--- config.mk ---
export PLATFORM = sky130hd
export DESIGN_NAME = axi_lite_to_axi_ot
export DESIGN_NICKNAME = d
export VERILOG_FILES = /design/src/rtl/axi_lite_to_axi_ot.sv
export SDC_FILE = /design/constraint.sdc
export NUM_CORES = 1
export LEC_CHECK = 0
export ABC_AREA = 1
export CAP_MARGIN = 15
export CORE_AREA = 2 2 160 162
export DETAILED_ROUTE_END_ITERATION = 6
export DIE_AREA = 0 0 162 164
export SETUP_SLACK_MARGIN = 0.1
export SLEW_MARGIN = 20
export SYNTH_ARGS = -nofsm -noshare
export SYNTH_HDL_FRONTEND = slang
export SYNTH_SLANG_ARGS = --single-unit
--- constraint.sdc ---
create_clock -name clk_i -period 2.69 [get_ports clk_i]
set_clock_uncertainty 0.15 [all_clocks]
set_input_delay 0.538 -clock clk_i [delete_from_list [all_inputs] [get_ports clk_i]]
set_output_delay 0.538 -clock clk_i [all_outputs]
set_load 0.02 [all_outputs]
--- src/rtl/axi_lite_to_axi_ot.sv ---
// AXI4-Lite slave to single-beat AXI4 master bridge with a fixed AxID, outstanding-transaction
// limits per direction, an optional AW/AR register cut and status outputs.
package axi_lite_to_axi_ot_pkg;
  typedef struct packed {
    logic [31:0] addr;
    logic [2:0]  prot;
  } lite_ax_t;
  typedef struct packed {
    logic [31:0] data;
    logic [3:0]  strb;
  } lite_w_t;
  typedef struct packed {
    logic [1:0] resp;
  } lite_b_t;
  typedef struct packed {
    logic [31:0] data;
    logic [1:0]  resp;
  } lite_r_t;
  typedef struct packed {
    lite_ax_t aw;
    logic     aw_valid;
    lite_w_t  w;
    logic     w_valid;
    logic     b_ready;
    lite_ax_t ar;
    logic     ar_valid;
    logic     r_ready;
  } lite_req_t;
  typedef struct packed {
    logic    aw_ready;
    logic    w_ready;
    lite_b_t b;
    logic    b_valid;
    logic    ar_ready;
    lite_r_t r;
    logic    r_valid;
  } lite_resp_t;
  typedef struct packed {
    logic [7:0]  id;
    logic [31:0] addr;
    logic [7:0]  len;
    logic [2:0]  size;
    logic [1:0]  burst;
    logic        lock;
    logic [3:0]  cache;
    logic [2:0]  prot;
    logic [3:0]  qos;
    logic [3:0]  region;
    logic [5:0]  atop;
    logic [0:0]  user;
  } axi_aw_t;
  typedef struct packed {
    logic [31:0] data;
    logic [3:0]  strb;
    logic        last;
    logic [0:0]  user;
  } axi_w_t;
  typedef struct packed {
    logic [7:0] id;
    logic [1:0] resp;
    logic [0:0] user;
  } axi_b_t;
  typedef struct packed {
    logic [7:0]  id;
    logic [31:0] addr;
    logic [7:0]  len;
    logic [2:0]  size;
    logic [1:0]  burst;
    logic        lock;
    logic [3:0]  cache;
    logic [2:0]  prot;
    logic [3:0]  qos;
    logic [3:0]  region;
    logic [0:0]  user;
  } axi_ar_t;
  typedef struct packed {
    logic [7:0]  id;
    logic [31:0] data;
    logic [1:0]  resp;
    logic        last;
    logic [0:0]  user;
  } axi_r_t;
  typedef struct packed {
    axi_aw_t aw;
    logic    aw_valid;
    axi_w_t  w;
    logic    w_valid;
    logic    b_ready;
    axi_ar_t ar;
    logic    ar_valid;
    logic    r_ready;
  } axi_req_t;
  typedef struct packed {
    logic    aw_ready;
    logic    ar_ready;
    logic    w_ready;
    logic    b_valid;
    axi_b_t  b;
    logic    r_valid;
    axi_r_t  r;
  } axi_resp_t;
endpackage

module axi_lite_to_axi_ot #(
  parameter int unsigned AxiDataWidth = 32,
  parameter int unsigned AxiIdWidth   = 8,
  parameter int unsigned AxiId        = 0,
  parameter int unsigned MaxWrTxns    = 4,
  parameter int unsigned MaxRdTxns    = 4,
  parameter bit          CutAx        = 1'b1,
  parameter type lite_req_t   = axi_lite_to_axi_ot_pkg::lite_req_t,
  parameter type lite_resp_t  = axi_lite_to_axi_ot_pkg::lite_resp_t,
  parameter type axi_aw_t     = axi_lite_to_axi_ot_pkg::axi_aw_t,
  parameter type axi_ar_t     = axi_lite_to_axi_ot_pkg::axi_ar_t,
  parameter type axi_req_t    = axi_lite_to_axi_ot_pkg::axi_req_t,
  parameter type axi_resp_t   = axi_lite_to_axi_ot_pkg::axi_resp_t
) (
  input  logic                           clk_i,
  input  logic                           rst_i,
  input  lite_req_t                      slv_req_i,
  output lite_resp_t                     slv_resp_o,
  input  logic [3:0]                     slv_aw_cache_i,
  input  logic [3:0]                     slv_ar_cache_i,
  output axi_req_t                       mst_req_o,
  input  axi_resp_t                      mst_resp_i,
  output logic [$clog2(MaxWrTxns+1)-1:0] wr_cnt_o,
  output logic [$clog2(MaxRdTxns+1)-1:0] rd_cnt_o,
  output logic                           busy_o
);

  localparam int unsigned WrCntW = $clog2(MaxWrTxns + 1);
  localparam int unsigned RdCntW = $clog2(MaxRdTxns + 1);
  localparam logic [WrCntW-1:0]     WrMax   = WrCntW'(MaxWrTxns);
  localparam logic [RdCntW-1:0]     RdMax   = RdCntW'(MaxRdTxns);
  localparam logic [AxiIdWidth-1:0] IdVal   = AxiIdWidth'(AxiId);
  localparam logic [2:0]            AxSize  = 3'($clog2(AxiDataWidth / 8));
  localparam logic [1:0]            BurstIncr = 2'b01;

  logic [WrCntW-1:0] wr_cnt_q;
  logic [RdCntW-1:0] rd_cnt_q;
  logic    wr_ok, rd_ok;
  logic    slv_aw_ready, slv_ar_ready;
  logic    aw_hs, ar_hs, b_hs, r_hs;
  logic    aw_full, ar_full;
  logic    mst_aw_valid, mst_ar_valid;
  axi_aw_t aw_new, aw_out;
  axi_ar_t ar_new, ar_out;

  assign wr_ok = wr_cnt_q < WrMax;
  assign rd_ok = rd_cnt_q < RdMax;
  assign aw_hs = slv_req_i.aw_valid & slv_aw_ready;
  assign ar_hs = slv_req_i.ar_valid & slv_ar_ready;
  assign b_hs  = mst_resp_i.b_valid & slv_req_i.b_ready;
  assign r_hs  = mst_resp_i.r_valid & slv_req_i.r_ready;

  always_comb begin
    aw_new       = '0;
    aw_new.id    = IdVal;
    aw_new.addr  = slv_req_i.aw.addr;
    aw_new.size  = AxSize;
    aw_new.burst = BurstIncr;
    aw_new.prot  = slv_req_i.aw.prot;
    aw_new.cache = slv_aw_cache_i;
    ar_new       = '0;
    ar_new.id    = IdVal;
    ar_new.addr  = slv_req_i.ar.addr;
    ar_new.size  = AxSize;
    ar_new.burst = BurstIncr;
    ar_new.prot  = slv_req_i.ar.prot;
    ar_new.cache = slv_ar_cache_i;
  end

  if (CutAx) begin : g_cut
    logic    aw_full_q, ar_full_q;
    axi_aw_t aw_q;
    axi_ar_t ar_q;

    // A full register still accepts when it drains in the same cycle: no bubble.
    assign slv_aw_ready = !rst_i && wr_ok && (!aw_full_q || mst_resp_i.aw_ready);
    assign slv_ar_ready = !rst_i && rd_ok && (!ar_full_q || mst_resp_i.ar_ready);

    always_ff @(posedge clk_i) begin
      if (rst_i) begin
        aw_full_q <= 1'b0;
        ar_full_q <= 1'b0;
        aw_q      <= '0;
        ar_q      <= '0;
      end else begin
        if (aw_hs) begin
          aw_full_q <= 1'b1;
          aw_q      <= aw_new;
        end else if (mst_resp_i.aw_ready) begin
          aw_full_q <= 1'b0;
        end
        if (ar_hs) begin
          ar_full_q <= 1'b1;
          ar_q      <= ar_new;
        end else if (mst_resp_i.ar_ready) begin
          ar_full_q <= 1'b0;
        end
      end
    end

    assign aw_full      = aw_full_q;
    assign ar_full      = ar_full_q;
    assign mst_aw_valid = aw_full_q;
    assign mst_ar_valid = ar_full_q;
    assign aw_out       = aw_q;
    assign ar_out       = ar_q;
  end else begin : g_comb
    assign slv_aw_ready = !rst_i && wr_ok && mst_resp_i.aw_ready;
    assign slv_ar_ready = !rst_i && rd_ok && mst_resp_i.ar_ready;
    assign aw_full      = 1'b0;
    assign ar_full      = 1'b0;
    assign mst_aw_valid = !rst_i && wr_ok && slv_req_i.aw_valid;
    assign mst_ar_valid = !rst_i && rd_ok && slv_req_i.ar_valid;
    assign aw_out       = aw_new;
    assign ar_out       = ar_new;
  end

  always_ff @(posedge clk_i) begin
    if (rst_i) begin
      wr_cnt_q <= '0;
      rd_cnt_q <= '0;
    end else begin
      if (aw_hs && !b_hs) begin
        wr_cnt_q <= wr_cnt_q + WrCntW'(1);
      end else if (!aw_hs && b_hs && wr_cnt_q != '0) begin
        wr_cnt_q <= wr_cnt_q - WrCntW'(1);
      end
      if (ar_hs && !r_hs) begin
        rd_cnt_q <= rd_cnt_q + RdCntW'(1);
      end else if (!ar_hs && r_hs && rd_cnt_q != '0) begin
        rd_cnt_q <= rd_cnt_q - RdCntW'(1);
      end
    end
  end

  always_comb begin
    mst_req_o          = '0;
    mst_req_o.aw       = aw_out;
    mst_req_o.aw_valid = mst_aw_valid;
    mst_req_o.w.data   = slv_req_i.w.data;
    mst_req_o.w.strb   = slv_req_i.w.strb;
    mst_req_o.w.last   = 1'b1;
    mst_req_o.w_valid  = slv_req_i.w_valid;
    mst_req_o.b_ready  = slv_req_i.b_ready;
    mst_req_o.ar       = ar_out;
    mst_req_o.ar_valid = mst_ar_valid;
    mst_req_o.r_ready  = slv_req_i.r_ready;

    slv_resp_o          = '0;
    slv_resp_o.aw_ready = slv_aw_ready;
    slv_resp_o.w_ready  = mst_resp_i.w_ready;
    slv_resp_o.b.resp   = mst_resp_i.b.resp;
    slv_resp_o.b_valid  = mst_resp_i.b_valid;
    slv_resp_o.ar_ready = slv_ar_ready;
    slv_resp_o.r.data   = mst_resp_i.r.data;
    slv_resp_o.r.resp   = mst_resp_i.r.resp;
    slv_resp_o.r_valid  = mst_resp_i.r_valid;
  end

  assign wr_cnt_o = wr_cnt_q;
  assign rd_cnt_o = rd_cnt_q;
  assign busy_o   = (wr_cnt_q != '0) || (rd_cnt_q != '0) || aw_full || ar_full;

`ifndef SYNTHESIS
  // A response with nothing outstanding means the downstream invented a transaction.
  assert property (@(posedge clk_i) disable iff (rst_i) !(b_hs && wr_cnt_q == '0))
    else $error("B handshake with no outstanding write");
  assert property (@(posedge clk_i) disable iff (rst_i) !(r_hs && rd_cnt_q == '0))
    else $error("R handshake with no outstanding read");
`endif

endmodule
==> results of run 1 <==
==> worst max-delay path by stage <==
stage                         from        endpoint  cells past startpoint
floorplan                    rst_i  slv_resp_o[35]                      6
global placement    mst_resp_i[58]  slv_resp_o[35]                      5
detailed placement  mst_resp_i[58]  slv_resp_o[35]                      5
CTS                 mst_resp_i[58]  slv_resp_o[35]                      5
global route        mst_resp_i[59]  slv_resp_o[40]                      5
finish              mst_resp_i[59]  slv_resp_o[40]                      5
==> power groups by stage <==
| stage | Sequential [W] | Combinational [W] | Clock, W |
|---|---|---|---|
| 2_1_floorplan | 0.00165 | 0.000996 | 0 |
| 3_3_place_gp | 0.00152 | 0.00129 | 0 |
| 3_5_place_dp | 0.00152 | 0.00129 | 0 |
| 4_1_cts | 0.00149 | 0.00129 | 0.00132 |
| 5_1_grt | 0.00151 | 0.00137 | 0.00137 |
| 6_report | 0.00149 | 0.00127 | 0.00126 |
==> what timing repair did <==
action,in CTS,in global routing
endpoints found under the setup margin,0,2
gates resized for setup,0,2
endpoints found under the hold margin,0,0
==> Yosys cell counts (2+ instances only) <==
cell / n
sky130_fd_sc_hd__and2_4: 2
sky130_fd_sc_hd__fa_1: 2
sky130_fd_sc_hd__nor2_4: 2
sky130_fd_sc_hd__o21ai_1: 2
sky130_fd_sc_hd__nor2_1: 8
sky130_fd_sc_hd__buf_12: 10
sky130_fd_sc_hd__clkbuf_1: 3
sky130_fd_sc_hd__nand3_1: 3
sky130_fd_sc_hd__conb_1: 2
sky130_fd_sc_hd__a21boi_0: 2
sky130_fd_sc_hd__a21oi_1: 8
sky130_fd_sc_hd__inv_1: 9
sky130_fd_sc_hd__a21oi_2: 78
sky130_fd_sc_hd__nand3_2: 80
sky130_fd_sc_hd__buf_4: 158
sky130_fd_sc_hd__nand4_1: 2
sky130_fd_sc_hd__nand2_1: 99
sky130_fd_sc_hd__dfxtp_1: 88
sky130_fd_sc_hd__buf_2: 16
==> tightest hold or removal path: stages (launching register included) <==
cell                      delay, ns
sky130_fd_sc_hd__dfxtp_1       0.32
sky130_fd_sc_hd__inv_1         0.05
sky130_fd_sc_hd__a21oi_1       0.05
==> metrics by stage <==
step / cells / util, %
detailed placement: 978 / 26.0
CTS: 994 / 27.2
finish: 994 / 27.2
global route: 994 / 27.2
global placement: 978 / 26.0
floorplan: 640 / -
==> sequential cells by signal (all words and copies together) (netlist names) <==
register,cells
aw_full,1
wr_cnt_o,3
rd_cnt_o,3
mst_req_o,80
ar_full,1
==> final cells by class <==
type | instances | share of cell area [%]
Clock inverter | 7 | 0.871
Sequential cell | 88 | 26.1
Inverter | 9 | 0.500
Tap cell | 330 | 6.11
Multi-Input combinational cell | 355 | 34.2
Clock buffer | 9 | 3.34
Timing Repair Buffer | 196 | 28.9
==> logic make-up (layout without fill, tap and decap cells) <==
| family | Yosys count | in the layout | share of synthesized area [%] |
|---|---|---|---|
| AND/OR/NAND/NOR | 197 | 197 | 23.8 |
| other | 2 | 66 | 0.140 |
| adder cells (fa/ha/maj) | 2 | 2 | 0.748 |
| buffers and inverters | 197 | 221 | 28.4 |
| flip-flops | 88 | 88 | 32.9 |
| AO/OA/AOI/OAI | 90 | 90 | 14.0 |
==> routing by layer <==
| layer | vias up | GRT usage, % |
|---|---|---|
| met1 | 1757 | 11.8 |
| met4 | 0 | 4.59 |
| met2 | 193 | 17.8 |
| met3 | 35 | 5.15 |
| li1 | 1828 | - |
| met5 | - | 0 |
==> out/results.tsv, run 1 <==
stage	metric	value	unit
routing	drt_first_pass_iters	4	
critical_path	crit_top_cell	sky130_fd_sc_hd__clkdlybuf4s50_1	
hold_path	worst_hold_startpoint	mst_req_o[136]$_SDFFE_PP0P_	
placed_design	number_of_buffer_cells_added_on_primary_ports	184	
routing	top_layer	met4	
clock_tree	clk-insertion-delay-late	0.35	ns
grt	maximum_number_of_pins_on_one_net_before_global_route_repair	58	
grt	global_route_congestion_overflow_total	0	
pwr	finalPower	0.00402	W
job	timing.max_cap.violations	0	
yosys	ys_seq_area_share	32.9	%
routing	vias_post_dr	3813	
critical_path	critPathSlowestCell	sky130_fd_sc_hd__clkdlybuf4s50_1	
grt	grt_pass1_wl	21800	um
routing	wl_met2	6960	um
clock_tree	htree_levels	3	
clock_tree	total_clock_sinks	88	
floorplan	core_area	0.0248	mm2
pwr	power_density	595	mW/mm2
finish	antenna_cells_inserted	0	
hold_path	holdPathEnd	mst_req_o[136]$_SDFFE_PP0P_	
sta	setup_ws	0.176	ns
critical_path	worstPathBufferInverterCount	3	
floorplan	placement_rows	58	
critical_path	cell_family_with_the_largest_share_of_critical_path_delay	buffers and inverters	
yosys	most_frequently_used_flop_master_after_synthesis	sky130_fd_sc_hd__dfxtp_1	
sta	final_critical_delay_including_setup_and_external_delays	2.51	ns
hold_path	min_path_type	register to register	
critical_path	timing.rr.start	ar_full$_SDFFE_PP0P_	
pwr	gate_power_share	31.5	%
grt	grt_pass1_vias	3716	
critical_path	critical_path.max_fanout	2	
sta	min_period_over_period	93.5	%
critical_path	worstSetupStartpointType	primary input	
critical_path	worst_setup_path_end_kind	primary output	
finish	leading_cell_types_in_the_layout_fill_and_taps_excluded	sky130_fd_sc_hd__clkdlybuf4s50_1, sky130_fd_sc_hd__nand2_1, sky130_fd_sc_hd__dfxtp_1, sky130_fd_sc_hd__nand3_2, sky130_fd_sc_hd__a21oi_2	
routing	avgRoutedWirePerCell	14.6	um
routing	totalWireLength	14500	um
placed_design	globalplace.congestion	0.749	
yosys	edff_count_synth	0	
yosys	netlist_instances	576	
yosys	ys_types	21	
clock_tree	cts_hold_repair.buffers	0	
pwr	p_switching	0.00144	W
yosys	synth.yosys.warnings	0	
critical_path	criticalPathCategory	primary input to primary output	
finish	drive_gt1_share	29.1	%
floorplan	die_y	164	um
clock_tree	clkTransAtPathRegs	0.07	ns
floorplan	fp.dieArea	0.0266	mm2
routing	drc	0	
finish	final_net_count	842	
routing	avg_vias_per_cell	3.84	
clock_tree	cts-root-to-sink-buffers	2	
sta	rsz0062_at_grt	false	
critical_path	cpPeakStageDelay	0.60	ns
critical_path	worstPathCellList	clkdlybuf4s50_1 -> inv_1 -> nand2_1 -> and2_4 -> clkdlybuf4s50_1	
yosys	ranking_of_synthesized_cells_by_area	sky130_fd_sc_hd__dfxtp_1, sky130_fd_sc_hd__buf_4, sky130_fd_sc_hd__nand3_2, sky130_fd_sc_hd__a21oi_2, sky130_fd_sc_hd__nand2_1	
yosys	average_instance_area_after_synthesis	9.30	um2
clock_tree	cts_setup_buffers	0	
sta	slew_headroom	29.4	%
finish	area_growth_syn_to_layout	26.1	%
clock_tree	clock_tree_root_driver_cell	sky130_fd_sc_hd__clkbuf_16	
grt	grt_antenna_before_repair	0	
finish	most_frequent_standard_cell_in_the_layout_excluding_fill_and_tap_cells	sky130_fd_sc_hd__clkdlybuf4s50_1	
placed_design	pre_cts_slack	0.132	ns
pwr	worst_ir_drop_vdd	0.000262	V
yosys	synth_top_cell_by_area	sky130_fd_sc_hd__dfxtp_1	
critical_path	reg2reg_setup_slack	0.88	ns
yosys	synthArstFlopShare	0	%
sta	clock.fmax	398	MHz
pwr	clock_share_of_power	31.4	%
routing	ant_nets	0	
sta	setup_tns	0	ns
placed_design	dpl.hpwl	10300	um
routing	drt-initial-drc-count	103	
hold_path	whs_path_depth	2	
placed_design	placed_area	0.00646	mm2
critical_path	regToRegEndpoint	rd_cnt_o[2]$_SDFFE_PP0P_	
pwr	p_leak	2.31	nW
sta	fin_worst_hold_slack	0.319	ns
critical_path	worst-r2r-cell-count	10	
critical_path	critPathRequiredTime	2.00	ns
finish	multi_input_area	0.00231	mm2
sta	finalHoldViolCount	0	
sta	timing.final.setup_violations	0	
floorplan	die_w	162	um
routing	dr_wl_met3	1510	um
yosys	synth.top_cell.area_share	32.9	%
pwr	share_seq_of_total_power	37.1	%
critical_path	critical_path_arrival	1.83	ns
floorplan	pin_count	418	
finish	area.sequential	0.00176	mm2
pwr	switching_share	35.7	%
pwr	internal_power	0.00258	W
finish	area_of_all_placed_cells_without_fillers	0.00675	mm2
sta	final_max_slew_viol_count	0	
routing	met1_routed_length	5620	um
finish	n_fill_cell	2672	
clock_tree	clock_buffers_created_by_tritoncts	9	
clock_tree	cts_tree	done	
sta	timing_worst_slew_pin_value	1.06	ns
outcome	status	complete, no violations	
floorplan	start_util	21.6	%
yosys	yosys_register_bits	88	
grt	gr-usage-all-layers	10.8	%
yosys	netlist_area	0.00536	mm2
(Power assumes the default switching activity.)
==> run 2: changes to the inputs <==
--- a/config.mk
+++ b/config.mk
@@ -8,6 +8,8 @@
 export ABC_AREA = 1
 export CAP_MARGIN = 15
 export CORE_AREA = 2 2 160 162
+export CTS_CLUSTER_DIAMETER = 40
+export CTS_CLUSTER_SIZE = 40
 export DETAILED_ROUTE_END_ITERATION = 6
 export DIE_AREA = 0 0 162 164
 export SETUP_SLACK_MARGIN = 0.1
==> results of run 2 <==
Same layout as run 1: the final DEF is identical, and so are final timing and power.
==> run 3: changes to the inputs <==
--- a/config.mk
+++ b/config.mk
@@ -7,12 +7,14 @@
 export LEC_CHECK = 0
 export ABC_AREA = 1
 export CAP_MARGIN = 15
-export CORE_AREA = 2 2 160 162
+export CORE_AREA = 2 2 162 164
 export CTS_CLUSTER_DIAMETER = 40
 export CTS_CLUSTER_SIZE = 40
 export DETAILED_ROUTE_END_ITERATION = 6
-export DIE_AREA = 0 0 162 164
+export DIE_AREA = 0 0 164 166
+export GPL_ROUTABILITY_DRIVEN = 0
 export SETUP_SLACK_MARGIN = 0.1
+export SKIP_LAST_GASP = 1
 export SLEW_MARGIN = 20
 export SYNTH_ARGS = -nofsm -noshare
 export SYNTH_HDL_FRONTEND = slang
==> run 3 against run 2 <==
Register-to-register slack better by 0.03 ns. Die area grew 2.5%. Combinational power about the same. Flip-flop and latch count unchanged. Sequential share of layout area hardly changed. Total power fell by 0.31%. Setup slack improved by 0.0057 ns. Non-clock buffer count did not move. Clock-buffer cell count increased by 2.
==> out/results.tsv, run 3 (synthesis gave the netlist of run 1 again) <==
stage	metric	value	unit	change
placed_design	placed_area	0.00647	mm2	was 0.00646 mm2
routing	avgRoutedWirePerCell	14.3	um	was 14.6 um
clock_tree	total_clock_sinks	88		unchanged
critical_path	reg2reg_setup_slack	0.91	ns	was 0.88 ns
critical_path	critPathLaunch	mst_resp_i[58]		was mst_resp_i[59]
critical_path	worstSetupStartpointType	primary input		unchanged
floorplan	start_util	20.9	%	was 21.6%
finish	finish.utilization	26.4	%	was 27.2%
finish	most_frequent_standard_cell_in_the_layout_excluding_fill_and_tap_cells	sky130_fd_sc_hd__clkdlybuf4s50_1		unchanged
routing	avg_vias_per_cell	3.77		was 3.84
placed_design	pre_cts_slack	0.0645	ns	was 0.132 ns
placed_design	dpl.hpwl	10400	um	was 10300 um
hold_path	worst_hold_startpoint	mst_req_o[165]$_SDFFE_PP0P_		was mst_req_o[136]$_SDFFE_PP0P_
pwr	power_density	593	mW/mm2	was 595 mW/mm2
routing	drt-initial-drc-count	156		was 103
routing	ant_nets	0		unchanged
grt	maximum_number_of_pins_on_one_net_before_global_route_repair	46		was 58
sta	slew_headroom	48.4	%	was 29.4%
critical_path	regToRegEndpoint	rd_cnt_o[2]$_SDFFE_PP0P_		unchanged
finish	antenna_cells_inserted	0		unchanged
critical_path	cell_family_with_the_largest_share_of_critical_path_delay	buffers and inverters		unchanged
sta	setup_ws	0.182	ns	was 0.176 ns
clock_tree	clk-insertion-delay-late	0.34	ns	was 0.35 ns
routing	drt_first_pass_iters	4		unchanged
outcome	status	complete, no violations		unchanged
critical_path	worstPathCellList	clkdlybuf4s50_1 -> inv_1 -> nand2_1 -> and2_4 -> clkdlybuf4s50_1		unchanged
sta	timing.final.setup_violations	0		unchanged
routing	totalWireLength	14300	um	was 14500 um
floorplan	fp.dieArea	0.0272	mm2	was 0.0266 mm2
critical_path	cpPeakStageDelay	0.59	ns	was 0.60 ns
pwr	worst_ir_drop_vdd	0.000316	V	was 0.000262 V
grt	grt_antenna_before_repair	0		unchanged
floorplan	die_y	166	um	was 164 um
placed_design	number_of_buffer_cells_added_on_primary_ports	184		unchanged
critical_path	critical_path_arrival	1.82	ns	was 1.83 ns
clock_tree	clkTransAtPathRegs	0.06	ns	was 0.07 ns
hold_path	min_path_type	register to register		unchanged
job	timing.max_cap.violations	0		unchanged
hold_path	holdPathEnd	mst_req_o[165]$_SDFFE_PP0P_		was mst_req_o[136]$_SDFFE_PP0P_
sta	final_max_slew_viol_count	0		unchanged
critical_path	critPathRequiredTime	2.00	ns	about the same
clock_tree	htree_levels	3		unchanged
finish	area_growth_syn_to_layout	26.1	%	about the same
sta	finalHoldViolCount	0		unchanged
finish	n_fill_cell	2727		was 2672
grt	global_route_congestion_overflow_total	0		unchanged
critical_path	worstPathBufferInverterCount	3		unchanged
sta	rsz0062_at_grt	false		unchanged
grt	grt_pass1_vias	3741		was 3716
clock_tree	cts_tree	done		unchanged
critical_path	critical_path.max_fanout	2		unchanged
critical_path	worst-r2r-cell-count	10		unchanged
floorplan	pin_count	418		unchanged
sta	min_period_over_period	93.2	%	was 93.5%
routing	vias_post_dr	3763		was 3813
critical_path	worst_setup_path_end_kind	primary output		unchanged
critical_path	crit_top_cell	sky130_fd_sc_hd__clkdlybuf4s50_1		unchanged
floorplan	core_area	0.0256	mm2	was 0.0248 mm2
pwr	p_leak	2.29	nW	was 2.31 nW
critical_path	criticalPathCategory	primary input to primary output		unchanged
sta	clock.fmax	399	MHz	was 398 MHz
clock_tree	clock_buffers_created_by_tritoncts	9		unchanged
critical_path	critPathSlowestCell	sky130_fd_sc_hd__clkdlybuf4s50_1		unchanged
grt	gr-usage-all-layers	10.3	%	was 10.8%
finish	final_net_count	842		unchanged
sta	timing_worst_slew_pin_value	0.773	ns	was 1.06 ns
clock_tree	cts-root-to-sink-buffers	2		unchanged
routing	drc	0		unchanged
critical_path	timing.rr.start	ar_full$_SDFFE_PP0P_		unchanged
hold_path	whs_path_depth	2		unchanged
sta	setup_tns	0	ns	unchanged
floorplan	die_w	164	um	was 162 um
grt	grt_pass1_wl	21500	um	was 21800 um
pwr	finalPower	0.00401	W	was 0.00402 W
finish	leading_cell_types_in_the_layout_fill_and_taps_excluded	sky130_fd_sc_hd__clkdlybuf4s50_1, sky130_fd_sc_hd__nand2_1, sky130_fd_sc_hd__dfxtp_1, sky130_fd_sc_hd__nand3_2, sky130_fd_sc_hd__a21oi_2		unchanged
finish	drive_gt1_share	28.9	%	was 29.1%
finish	area_of_all_placed_cells_without_fillers	0.00675	mm2	about the same
sta	final_critical_delay_including_setup_and_external_delays	2.51	ns	about the same
finish	largest_register_ffs	80		unchanged
floorplan	placement_rows	59		was 58
clock_tree	clock_tree_root_driver_cell	sky130_fd_sc_hd__clkbuf_16		unchanged
clock_tree	cts_hold_repair.buffers	0		unchanged
run 3: cell count changes in the layout (fill, tap and decap cells not counted), sizes merged:
cell          before  now
dlygate4sd2        0    1
clkbuf             9   11
dlymetal6s2s       2    1
inv               14   10
clkinvlp           1    3
run 3: cell type report:
type                    count  area [um2]  area share, %
multi-input cells         355        2310           34.2
repair buffers            196        1950           28.8
flip-flops and latches     88        1760           26.1
well taps                 335         419           6.21
clock buffers              11         243           3.59
clock inverters             5        40.0          0.593
inverters                   9        33.8          0.500
run 3: timing repair:
action | 4_1_cts | 5_1_grt
gates resized for setup | 1 | 1
buffers inserted | 0 | 0
setup endpoints to repair | 1 | 1
run 3: metal layers:
metal  GRT usage, %  up-vias  routed length (um)
met5              0        -                   0
met3           4.40       36                1440
met2           16.6      200                6680
met1           11.6     1707                5670
met4           5.19        0                 550
li1               -     1820                   -
run 3: where the power goes:
group          switching (W)  leakage (nW)  internal (W)
sequential         0.0000792         0.719       0.00142
combinational       0.000747          1.44      0.000525
clock               0.000582         0.128      0.000658
total                0.00141          2.29       0.00260
run 3: worst max path at each step:
| stage | end | slack [ns] | depth (start not counted) |
|---|---|---|---|
| after global routing | slv_resp_o[35] | 0.14 | 5 |
| after floorplan | slv_resp_o[35] | 0.73 | 6 |
| final | slv_resp_o[35] | 0.18 | 5 |
| after CTS | busy_o | 0.13 | 5 |
| after detailed placement | slv_resp_o[40] | 0.06 | 5 |
| after global placement | slv_resp_o[40] | 0.08 | 5 |
run 3: worst min-delay path, delay by kind of cell (launching register included):
kind | cells | cell delay (ns)
DFF | 1 | 0.31
and+or+nand+nor | 1 | 0.07
AOI/OAI and AO/OA | 1 | 0.05
run 3: through the flow:
step | instances | hold slack, ns
detailed placement | 983 | 0.314
global placement | 983 | 0.313
CTS | 999 | 0.327
global route | 999 | 0.339
floorplan | 640 | 0.388
finish | 999 | 0.325
